**src/rtl/mdu.sv**
```systemverilog
// Multiply/divide unit: iterative radix-2 MULT/MULTU/DIV/DIVU with HI/LO
// result registers and direct MTHI/MTLO writes. A multiply or divide takes
// one accept cycle, 32 iteration cycles and one result-write cycle.
module mdu #(
    parameter int WIDTH = 32
) (
    input  logic             clk,
    input  logic             rst,
    input  logic             start,
    input  logic [1:0]       op,
    input  logic [WIDTH-1:0] src_a,
    input  logic [WIDTH-1:0] src_b,
    input  logic             hilo_w,
    input  logic             hilo_sel,
    input  logic [WIDTH-1:0] data_write,
    output logic             busy,
    output logic             done,
    output logic             div_zero,
    output logic [WIDTH-1:0] hi,
    output logic [WIDTH-1:0] lo
);

    typedef enum logic [1:0] {IDLE, CALC, FIN} state_t;

    localparam int CW = $clog2(WIDTH) + 1;

    state_t           state;
    logic [CW-1:0]    cnt;
    logic             is_div;
    logic             neg_res;   // product / quotient must be negated
    logic             neg_rem;   // remainder takes the dividend's sign
    logic             dz_pend;   // zero-divisor start seen, report next edge
    logic [WIDTH-1:0] m;         // multiplicand (mul) or divisor (div) magnitude
    // Shared working register: mul = {partial product, multiplier},
    // div = {remainder, dividend shifting into quotient}.
    logic [2*WIDTH:0] p;

    logic               a_neg, b_neg;
    logic [WIDTH-1:0]   a_mag, b_mag;
    logic [WIDTH:0]     mul_sum;
    logic [WIDTH:0]     div_shift;
    logic [WIDTH+1:0]   div_diff;
    logic [2*WIDTH:0]   p_next;
    logic [2*WIDTH-1:0] prod;
    logic [WIDTH-1:0]   quo, rem;

    // Operand magnitudes, one iteration step, and sign-corrected results
    always_comb begin
        a_neg     = op[0] & src_a[WIDTH-1];
        b_neg     = op[0] & src_b[WIDTH-1];
        a_mag     = a_neg ? -src_a : src_a;
        b_mag     = b_neg ? -src_b : src_b;
        mul_sum   = p[2*WIDTH:WIDTH] + (p[0] ? {1'b0, m} : '0);
        div_shift = p[2*WIDTH-1:WIDTH-1];
        div_diff  = {1'b0, div_shift} - {2'b00, m};
        if (is_div) begin
            // Restoring step: keep the shifted remainder when the trial borrows.
            p_next = {(div_diff[WIDTH+1] ? div_shift : div_diff[WIDTH:0]),
                      p[WIDTH-2:0], ~div_diff[WIDTH+1]};
        end else begin
            p_next = {1'b0, mul_sum, p[WIDTH-1:1]};
        end
        prod = neg_res ? -p[2*WIDTH-1:0] : p[2*WIDTH-1:0];
        quo  = neg_res ? -p[WIDTH-1:0] : p[WIDTH-1:0];
        rem  = neg_rem ? -p[2*WIDTH-1:WIDTH] : p[2*WIDTH-1:WIDTH];
    end

    // Control FSM, iteration datapath and HI/LO registers
    always_ff @(posedge clk or negedge rst) begin
        if (!rst) begin
            state    <= IDLE;
            cnt      <= '0;
            is_div   <= 1'b0;
            neg_res  <= 1'b0;
            neg_rem  <= 1'b0;
            dz_pend  <= 1'b0;
            m        <= '0;
            p        <= '0;
            busy     <= 1'b0;
            done     <= 1'b0;
            div_zero <= 1'b0;
            hi       <= '0;
            lo       <= '0;
        end else begin
            done     <= 1'b0;
            div_zero <= 1'b0;
            case (state)
                IDLE: begin
                    dz_pend <= 1'b0;
                    if (dz_pend) begin
                        done     <= 1'b1;
                        div_zero <= 1'b1;
                    end
                    if (start) begin
                        if (op[1] && src_b == '0) begin
                            dz_pend <= 1'b1;
                        end else begin
                            state   <= CALC;
                            busy    <= 1'b1;
                            cnt     <= '0;
                            is_div  <= op[1];
                            neg_res <= a_neg ^ b_neg;
                            neg_rem <= a_neg;
                            m       <= op[1] ? b_mag : a_mag;
                            p       <= {{(WIDTH+1){1'b0}}, (op[1] ? a_mag : b_mag)};
                        end
                    end else if (hilo_w) begin
                        if (hilo_sel) hi <= data_write;
                        else          lo <= data_write;
                    end
                end
                CALC: begin
                    p   <= p_next;
                    cnt <= cnt + 1'b1;
                    if (cnt == CW'(WIDTH - 1)) state <= FIN;
                end
                FIN: begin
                    if (is_div) begin
                        hi <= rem;
                        lo <= quo;
                    end else begin
                        hi <= prod[2*WIDTH-1:WIDTH];
                        lo <= prod[WIDTH-1:0];
                    end
                    done  <= 1'b1;
                    busy  <= 1'b0;
                    state <= IDLE;
                end
                default: state <= IDLE;
            endcase
        end
    end

endmodule

```
**config.mk**
```make
export PLATFORM = sky130hd
export DESIGN_NAME = mdu
export DESIGN_NICKNAME = d
export VERILOG_FILES = /design/src/rtl/mdu.sv
export SDC_FILE = /design/constraint.sdc
export NUM_CORES = 1
export LEC_CHECK = 0
export ABC_AREA = 1
export CAP_MARGIN = 10
export CELL_PAD_IN_SITES_DETAIL_PLACEMENT = 1
export CELL_PAD_IN_SITES_GLOBAL_PLACEMENT = 1
export CORE_UTILIZATION = 44
export DETAILED_ROUTE_END_ITERATION = 16
export PLACE_DENSITY_LB_ADDON = 0.1
export RECOVER_POWER = 100
export REMOVE_ABC_BUFFERS = 1
export SYNTH_ARGS = -nofsm -noshare
export SYNTH_HDL_FRONTEND = slang
export SYNTH_SLANG_ARGS = --single-unit
```
**constraint.sdc**
```tcl
create_clock -name clk -period 7.3 [get_ports clk]
set_clock_uncertainty 0.05 [all_clocks]
set_input_delay 1.825 -clock clk [delete_from_list [all_inputs] [get_ports clk]]
set_output_delay 1.825 -clock clk [all_outputs]
set_load 0.1 [all_outputs]
```
==> impl_metrics.py <==
metrics = {
    "placement": {
        "hpwlAfterDp_mm": 69.3,
        "place_inst": 3663,
        "place_congestion": 0.991,
        "io_buffers": 169,
    },
    "route": {
        "post_drt_wl_per_cell_um": 23.6,
        "dr.pass1.iters": 5,
        "dr.first_iter.drc_count": 1986,
        "drt_wl_total_mm": 87.1,
        "drt.antenna.violating_nets": 0,
        "remaining_drc_errors": 0,
        "vias": 22564,
        "vias_per_cell": 6.10,
    },
    "logic_synthesis": {
        "syn_inst": 3055,
        "synth_top_area_cell": "dfrtp_1",
        "ys_types": 50,
        "yosys_warnings": 0,
        "synth-seq-area-share_pct": 24.6,
        "synthArstFlopShare_pct": 100,
        "avgSynthCellArea_um2": 5.86,
        "synth-seq-cells": 176,
        "synth.top_cell.area_share_pct": 24.6,
        "synthTopCellsByCount": "900 x nand2_1, 391 x nor2_1, 356 x nand3_1",
        "synth_most_common_cell": "nand2_1",
        "synth_edf_count": 0,
        "synth_flop_cell": "dfrtp_1",
        "synth_area_leaders": "dfrtp_1 25%, nand2_1 19%, nand3_1 9.9%",
        "syn-cell-area_um2": 17900,
    },
    "worst_setup_path": {
        "r2r-end": "hi[8]",
        "path_max_fanout": 28,
        "cp_data_arrival_time_ns": 5.71,
        "r2r-start": "state[0]",
        "cp-end-kind": "flop",
        "rr_worst_depth": 7,
        "start_kind": "input pin",
        "path_class": "input pin to flop",
        "reg2reg_slack_ns": 3.28,
        "cp.required_ns": 7.56,
    },
    "clocking": {
        "path_clk_slew_ns": 0.07,
        "cts_buffers": 17,
        "cts_buffer_depth": 2,
        "cts_tree": "built",
        "cts_hold_buffers": 0,
        "cts_sinks": 176,
        "cts_resized": 0,
        "clock_latency_ns": 0.49,
        "cts_root_buf": "clkbuf_16",
        "htreeDepth": 4,
        "cts_setup_buffers": 0,
    },
    "grt": {
        "grt_pass1_wl_mm": 132,
        "globalRouteOverflowTotal": 0,
        "antenna_found_initial": 2,
        "grt_max_degree": 65,
        "grt_pass1_vias": 22342,
        "grt_use_total_pct": 41.9,
    },
    "cells_and_area": {
        "area_growth_pct": 14.5,
        "multi_input_area_um2": 11700,
        "seq_area_um2": 4410,
        "drive_above_1_share_pct": 2.46,
        "fillers": 5606,
        "nets": 3331,
        "instances_no_fill": 3697,
    },
    "flow_run": {
        "maxCapViolations": 3,
    },
    "hold_path": {
        "min_to": "busy",
        "whs_path_depth": 1,
        "hold_class": "flop to flop",
        "hp-start": "busy",
    },
    "timing": {
        "fin_crit_sh_pct": 74.7,
        "hold_violations": 0,
        "slew_violations": 153,
        "worstMarginPinSlew_ns": 3.86,
        "tns_ns": 0,
        "final-setup-viol-count": 0,
        "rsz0062_at_grt": "false",
        "period_needed_ns": 5.45,
        "fmax_mhz": 183,
        "maxSlewHeadroom_pct": -157,
    },
    "floorplan": {
        "ios": 170,
        "initial_core_util_pct": 44.9,
        "placementRows": 73,
        "dieArea_um2": 41500,
        "coreArea_um2": 39900,
        "die_x_um": 204,
        "die_y_um": 204,
    },
    "pwr": {
        "leakage_nw": 9.74,
        "ir_worst_vdd_mv": 0.199,
        "p_per_area_nw_per_um2": 409,
    },
    "outcome": {
        "violations": "max-capacitance violations, max-slew violations",
        "status": "complete, but fails checks",
    },
}
[cell type report]
class                      instances  share of cell area (%)
multi-input combinational       2417                    57.0
clock buffer                      20                    2.18
inverter                         358                    6.56
timing repair buffer             187                    8.79
clock inverter                    12                   0.744
tap                              525                    3.20
antenna                            2                  0.0244
sequential                       176                    21.5
[kinds of logic (layout without fill, tap and decap cells)]
family | Yosys count | after routing | share of synthesized area (%)
other cells | 0 | 2 | 0
fa+ha+maj | 71 | 71 | 5.04
simple gates | 1766 | 1766 | 41.5
flops | 176 | 176 | 24.6
xor+xnor | 64 | 64 | 3.13
compound gates | 516 | 516 | 15.6
buf+inv | 462 | 577 | 10.1
[power breakdown]
group | total, mW | internal (mW) | leakage [nW] | switching (mW)
Sequential | 1.86 | 1.25 | 2.05 | 0.606
Clock | 0.996 | 0.522 | 0.283 | 0.474
Combinational | 5.53 | 1.66 | 7.41 | 3.87
Total | 8.39 | 3.43 | 9.74 | 4.95
[critical path, cell delays in order]
cell	delay (ns)
dlygate4sd3_1	0.58
inv_1	0.11
ha_1	0.26
nand3_1	0.18
nor2_1	0.18
nand2_1	0.10
nor3b_1	0.34
nand2_1	0.13
nand3_1	0.55
inv_1	0.75
o211ai_1	0.49
o21ai_0	0.20
[registers in the layout (all words and copies together) (netlist names)]
name	cells
p	65
hi	32
lo	32
m	32
cnt	6
state	2
busy	1
div_zero	1
done	1
dz_pend	1
is_div	1
neg_rem	1
neg_res	1
[through the flow]
| step | instance area (µm²) | power (mW) | hold slack (ns) | util, % | setup WS [ns] |
|---|---|---|---|---|---|
| finish | 20500 | 8.39 | 0.443 | 51.4 | 1.85 |
| global route | 20500 | 8.93 | 0.450 | 51.4 | 1.39 |
| CTS | 20500 | 8.21 | 0.438 | 51.5 | 2.48 |
| global placement | 20000 | 6.92 | 0.388 | 50.0 | 2.16 |
| floorplan | 17400 | 5.26 | 0.361 | - | 2.89 |
| detailed placement | 20000 | 7.18 | 0.423 | 50.0 | 1.99 |
[layer usage]
layer | wire length (µm) | part of all wire, % | track usage (%)
met1 | 35900 | 41 | 54.3
met2 | 39500 | 45 | 66.2
met3 | 6960 | 8.0 | 7.37
met4 | 4860 | 5.6 | 22.0
met5 | 0 | 0 | 0.357
[cell usage in the layout (no fill, tap or decap), types with 4 or more instances in the layout]
cell,count
o221ai_1,6
nand3_1,357
clkbuf_16,17
a21o_1,4
xor2_1,40
inv_1,349
o21ai_0,191
o211ai_1,36
clkdlybuf4s50_1,98
nor3_1,26
o21a_1,5
clkbuf_1,8
clkinv_1,5
xnor2_1,24
nor4_1,7
dlygate4sd3_1,70
nand2_1,900
nand4_1,37
a21oi_1,225
buf_4,13
nor2_4,4
o21bai_1,8
nor2_1,390
or2_2,11
a31oi_1,25
nand3b_1,15
nor2_2,6
dfrtp_1,175
ha_1,69
[worst max path at each step]
stage	startpoint	end	slack, ns	cells after the start
detailed placement	src_b[1]	p[29]	1.99	13
CTS	src_b[1]	p[29]	2.48	13
global route	src_b[1]	m[12]	1.39	12
floorplan	state[0]	lo[19]	2.89	5
global placement	src_b[1]	cnt[1]	2.16	12
finish	src_b[1]	m[12]	1.85	12
Note: power is estimated with default switching activity, not from simulation.
